--- config.mk ---
export PLATFORM = sky130hd
export DESIGN_NAME = vnu
export DESIGN_NICKNAME = d
export VERILOG_FILES = /design/src/rtl/vnu.sv
export SDC_FILE = /design/constraint.sdc
export NUM_CORES = 1
export LEC_CHECK = 0
export CAP_MARGIN = 20
export CORE_ASPECT_RATIO = 0.75
export CORE_MARGIN = 2
export CORE_UTILIZATION = 39
export CTS_BUF_LIST = sky130_fd_sc_hd__clkbuf_4 sky130_fd_sc_hd__clkbuf_8 sky130_fd_sc_hd__clkbuf_16
export CTS_CLUSTER_SIZE = 8
export DETAILED_ROUTE_END_ITERATION = 8
export GPL_TIMING_DRIVEN = 0
export PLACE_DENSITY = 0.7
export RECOVER_POWER = 50
export SLEW_MARGIN = 5
export SYNTH_ARGS = -nofsm -noshare
export SYNTH_HDL_FRONTEND = slang
export SYNTH_SLANG_ARGS = --single-unit
--- constraint.sdc ---
create_clock -name clk -period 3.4 [get_ports clk]
set_clock_uncertainty 0.15 [all_clocks]
set_input_delay 0.34 -clock clk [delete_from_list [all_inputs] [get_ports clk]]
set_output_delay 0.34 -clock clk [all_outputs]
set_load 0.05 [all_outputs]
--- src/rtl/vnu.sv ---
// Min-sum LDPC variable node unit: channel LLR + D check messages in, D extrinsic
// messages and a hard decision out. Two-stage pipeline, one update per cycle.
//
// Ports: clk, rst (async active-low), ld/llr (load channel LLR, arm init update),
//        en/r (accept D check messages), q/hd/vld (extrinsic msgs, hard decision),
//        iter (accepted updates since last ld, saturating).
// Optional: define VNU_HDCHG_EN to add hd_chg (hard decision changed flag).
module vnu #(
  parameter int D     = 3,
  parameter int res_w = 6,
  parameter int ext_w = 3,
  parameter int IT_W  = 6
) (
  input  logic                         clk,
  input  logic                         rst,
  input  logic                         ld,
  input  logic [res_w-1:0]             llr,
  input  logic                         en,
  input  logic [res_w*D-1:0]           r,
  output logic [(res_w+ext_w)*D-1:0]   q,
  output logic                         hd,
  output logic                         vld,
`ifdef VNU_HDCHG_EN
  output logic                         hd_chg,
`endif
  output logic [IT_W-1:0]              iter
);

  localparam int data_w = res_w + ext_w;
  localparam int S      = data_w + 2;
  localparam int QMAX_I = 2 ** (data_w - 1) - 1;

  localparam logic signed [S-1:0] QMAX = S'(QMAX_I);
  localparam logic signed [S-1:0] QMIN = -QMAX;

  logic [res_w-1:0]        llr_q;
  logic                    init_q;

  logic [res_w-1:0]        l_eff;
  logic                    init_eff;
  logic signed [S-1:0]     r_ext [D];
  logic signed [S-1:0]     sum;

  logic                    s1_vld;
  logic                    s1_init;
  logic signed [S-1:0]     s1_total;
  logic signed [S-1:0]     s1_r [D];

  logic signed [S-1:0]     diff;
  logic signed [S-1:0]     clamp;
  logic [data_w*D-1:0]     q_nxt;

  // A load in the same cycle as en feeds the fresh llr straight in.
  assign l_eff    = ld ? llr : llr_q;
  assign init_eff = ld | init_q;

  // Init update ignores r entirely: total is the channel LLR alone.
  always_comb begin
    sum = {{(S-res_w){l_eff[res_w-1]}}, l_eff};
    for (int i = 0; i < D; i++) begin
      if (init_eff)
        r_ext[i] = '0;
      else
        r_ext[i] = {{(S-res_w){r[i*res_w+res_w-1]}},
                    r[i*res_w +: res_w]};
      sum = sum + r_ext[i];
    end
  end

  // Symmetric clamp keeps the most negative code out of the output.
  always_comb begin
    q_nxt = '0;
    diff  = '0;
    clamp = '0;
    for (int i = 0; i < D; i++) begin
      diff = s1_total - s1_r[i];
      if (diff > QMAX)
        clamp = QMAX;
      else if (diff < QMIN)
        clamp = QMIN;
      else
        clamp = diff;
      q_nxt[i*data_w +: data_w] = clamp[data_w-1:0];
    end
  end

  always_ff @(posedge clk or negedge rst) begin
    if (!rst) begin
      llr_q  <= '0;
      init_q <= 1'b1;
      iter   <= '0;
    end else begin
      if (ld)
        llr_q <= llr;
      if (en)
        init_q <= 1'b0;
      else if (ld)
        init_q <= 1'b1;
      if (ld)
        iter <= en ? IT_W'(1) : '0;
      else if (en && iter != {IT_W{1'b1}})
        iter <= iter + IT_W'(1);
    end
  end

  always_ff @(posedge clk or negedge rst) begin
    if (!rst) begin
      s1_vld   <= 1'b0;
      s1_init  <= 1'b0;
      s1_total <= '0;
      for (int i = 0; i < D; i++)
        s1_r[i] <= '0;
    end else begin
      s1_vld <= en;
      if (en) begin
        s1_init  <= init_eff;
        s1_total <= sum;
        for (int i = 0; i < D; i++)
          s1_r[i] <= r_ext[i];
      end
    end
  end

  always_ff @(posedge clk or negedge rst) begin
    if (!rst) begin
      vld <= 1'b0;
      q   <= '0;
      hd  <= 1'b0;
    end else begin
      vld <= s1_vld;
      if (s1_vld) begin
        q  <= q_nxt;
        hd <= s1_total[S-1];
      end
    end
  end

`ifdef VNU_HDCHG_EN
  // hd still holds the previous valid decision when this one lands.
  always_ff @(posedge clk or negedge rst) begin
    if (!rst)
      hd_chg <= 1'b0;
    else if (s1_vld)
      hd_chg <= s1_init ? 1'b0 : (s1_total[S-1] != hd);
  end
`endif

endmodule

==> impl_metrics.json <==
{
  "drt-total-wl_um": 13400,
  "io_buffers": 62,
  "ant_nets": 0,
  "synth_seq_cells": 72,
  "vias": 4423,
  "ys_seq_area_share_pct": 34.61,
  "die_w_um": 137.4,
  "start_util_pct": 40.01,
  "antenna_found_initial": 0,
  "ios": 63,
  "dp_cells": 790,
  "peakVddDrop_v": 0.0006509,
  "p_clk_share_pct": 14.9,
  "met2_length_um": 6325,
  "syn_inst": 556,
  "synth.avg_cell_area_um2": 9.368,
  "power_density_mw_per_mm2": 1002,
  "synth_nets": 639,
  "min_period_ns": 3.739,
  "period_share_pct": 110.0,
  "synth_area_leaders": "dfrtp_1 (34%), ha_1 (9.4%), fa_1 (6.1%)",
  "rows": 36,
  "die_y_um": 104.1,
  "internal-power_mw": 3.481,
  "p_leak_nw": 2.861,
  "die_area_mm2": 0.01431,
  "hold_path_class": "in -> async",
  "fin_util_pct": 50.70,
  "synth_top_area_share_pct": 34.11,
  "grt_pass1_vias": 4469,
  "worstSkewPairLatency_ns": 0.34,
  "area_growth_pct": 26.71,
  "layout-drive-gt1-share_pct": 14.79,
  "setup_viol": 7,
  "slew-limit-headroom_pct": -9.325,
  "fin_nets": 727,
  "cts.clk_slew.worst_paths_ns": 0.06,
  "grt_max_degree": 66,
  "final_cells": 820,
  "cap_violations": 1,
  "dp_worst_setup_slack_ns": -1.052,
  "synth-edff-count": 0,
  "cts_inserted_buffers": 9,
  "async_flop_share_pct": 100.0,
  "violations": "capacitance limit, slew limit, setup timing",
  "worstMarginPinSlew_ns": 1.640,
  "crit_arrival_ns": 3.82,
  "synth_ff_type": "dfrtp_1",
  "netlist_area_mm2": 0.005209,
  "net-switching-power_mw": 3.135,
  "grt_pass1_wl_um": 21890,
  "swShare_pct": 47.39,
  "seq_power_share_pct": 20.9,
  "met1_length_um": 6202,
  "crit_top_cell": "inv_2",
  "ctsHtreeMaxLevel": 3,
  "vias_per_cell": 5.394,
  "hold_violations": 0,
  "hpwl_um": 10280,
  "antenna_cells": 0,
  "power_frac_comb_pct": 64.3,
  "drt_iter0_drc": 234,
  "cts_tree": "yes",
  "ys_types": 70,
  "root_buffer": "clkbuf_16",
  "clock_path_buffers": 2,
  "setup_slack_ns": -0.3386,
  "slew_violations": 66,
  "cts_sinks": 72,
  "worstSetupStartpointType": "flop",
  "finalPower_mw": 6.616,
  "routed-wl-met3_um": 670,
  "critPathKind": "reg -> reg",
  "grt.total_usage_pct": 19.43,
  "topRoutingLayerUsed": "met4",
  "drc": 0,
  "max_freq_mhz": 267.5,
  "crit_chain": "nor2_4, buf_8, and2_4, fa_1, inv_2, fa_2, inv_2, ha_4, inv_2, fa_2, nor2b_1, o21ai_1, nand2b_1, a21oi_2, nor2_1, nor2_2, xnor2_1, mux2_4",
  "yosysWarnings": 0,
  "slowest_stage": "fa_1",
  "synth_top_cell_by_area": "dfrtp_1",
  "status": "finished, violations left",
  "crit_fanout": 7,
  "routedWlPerCell_um": 16.34,
  "finalWeightedCongestion": 0.8904,
  "filler_cell_count": 1136,
  "rsz0062_at_grt": "true",
  "first_pass_iters": 4,
  "end_kind": "flop",
  "core_area_mm2": 0.01302,
  "cpPeakStageDelay_ns": 0.57,
  "worst_ep_required_time_ns": 3.48,
  "grt_remaining_overflow": 0
}
==> repair_timing <==
action,in CTS,in global routing
hold endpoints to repair,71,0
setup endpoints to repair,10,25
pin swaps,23,19
gates resized for setup,20,10
buffers inserted,9,4
hold buffers,1,0
==> metrics by stage <==
stage	TNS [ns]	area, um2	hold slack (ns)
3_3_place_gp	-51.33	6075	0.3218
5_1_grt	-1.757	6600	0.3143
2_1_floorplan	-0.1536	5240	-0.1056
4_1_cts	-0.7413	6556	0.2198
3_5_place_dp	-6.655	6100	0.02291
6_report	-0.9937	6600	0.2779
==> cell families (layout without fill, tap and decap cells) <==
| kind of cell | Yosys count | count (layout) | synth area share (%) |
|---|---|---|---|
| simple gates | 166 | 166 | 15.95 |
| flops | 72 | 72 | 34.61 |
| compound gates | 134 | 134 | 18.50 |
| xor+xnor | 31 | 31 | 5.357 |
| buf+inv | 77 | 170 | 5.597 |
| mux | 21 | 21 | 4.468 |
| fa+ha+maj | 55 | 55 | 15.52 |
==> critical path: cells and delay by family (launching register included) <==
kind                     cells  cell delay (ns)
adder cells (fa/ha/maj)      4             1.50
AND/OR/NAND/NOR              6             0.62
flip-flops                   1             0.54
buffers and inverters        4             0.29
multiplexers                 1             0.26
AO/OA/AOI/OAI                2             0.14
XOR/XNOR                     1             0.12
==> metal layers <==
layer,GRT usage [%],up-vias
met3,3.655,22
met2,30.77,112
met1,27.15,2165
li1,-,2124
met4,5.302,0
met5,0,-
==> synthesized netlist by cell type (4+ instances only) <==
cell	n
xor2_1	14
o21a_1	9
o211ai_1	5
dfrtp_1	71
nand2b_1	6
or2_2	6
fa_1	16
nand2_1	46
xnor2_1	16
nand3_1	18
ha_1	39
nand3b_1	4
a21o_1	8
mux2_2	18
and2_1	13
o221ai_1	8
nor3_1	6
nor2b_1	6
o21ai_0	34
a21oi_1	22
clkbuf_1	14
o31ai_1	5
nor2_1	39
inv_1	60
==> layout by cell type, fill, tap and decap left out, types with 4 or more instances in the layout <==
master | Yosys | layout
nand3b_1 | 4 | 4
and2_1 | 13 | 7
dfrtp_1 | 71 | 71
nand2b_1 | 6 | 6
or2_2 | 6 | 6
o21ai_0 | 34 | 32
a21oi_2 | 1 | 4
a21o_1 | 8 | 8
inv_2 | 0 | 4
nor2b_1 | 6 | 6
mux2_2 | 18 | 14
nand2_1 | 46 | 46
inv_1 | 60 | 56
nor2_1 | 39 | 37
ha_1 | 39 | 37
buf_4 | 0 | 12
o21a_1 | 9 | 9
o31ai_1 | 5 | 5
xnor2_1 | 16 | 16
xor2_1 | 14 | 14
o211ai_1 | 5 | 5
nor3_1 | 6 | 6
nand3_1 | 18 | 18
and2_4 | 0 | 6
clkbuf_16 | 0 | 9
fa_1 | 16 | 14
a21oi_1 | 22 | 19
clkbuf_1 | 14 | 12
o221ai_1 | 8 | 8
clkdlybuf4s50_1 | 0 | 58
==> cell type report <==
cell class                 instances  area [um2]  share of cell area [%]
clock inverter                     3       40.04                  0.6066
inverter                          60       225.2                   3.412
tap                              171       214.0                   3.242
sequential                        72        1803                   27.32
timing repair buffer              77       732.0                   11.09
multi-input combinational        407        3227                   48.89
buffer                            17       91.34                   1.384
clock buffer                      13       267.8                   4.057
==> power by group through the flow <==
stage | Sequential, mW | Combinational, mW | Clock [mW]
after detailed placement | 1.39 | 4.03 | 0
final | 1.38 | 4.25 | 0.983
after CTS | 1.38 | 4.11 | 0.991
after global routing | 1.41 | 4.62 | 1.03
after floorplan | 1.87 | 2.50 | 0
after global placement | 1.39 | 3.90 | 0
==> path summary, 6_finish.rpt <==
kind,from,end,slack (ns),cells past startpoint
max,init_q,s1_total[7],-0.34,18
min,rst,q[12],0.28,2
max reg2reg,init_q,s1_total[7],-0.34,18
min reg2reg,s1_vld,vld,0.33,0
max in group asynchronous,rst,s1_total[10],0.91,3
min in group clk,s1_vld,vld,0.33,0
==> sequential cells by signal (all words and copies together), names as in the netlist <==
register and count:
vld 1, s1_r 18, hd 1, llr_q 6, iter 6, q 27
init_q 1, s1_total 11, s1_vld 1
Power figures use the tool's default switching activity.
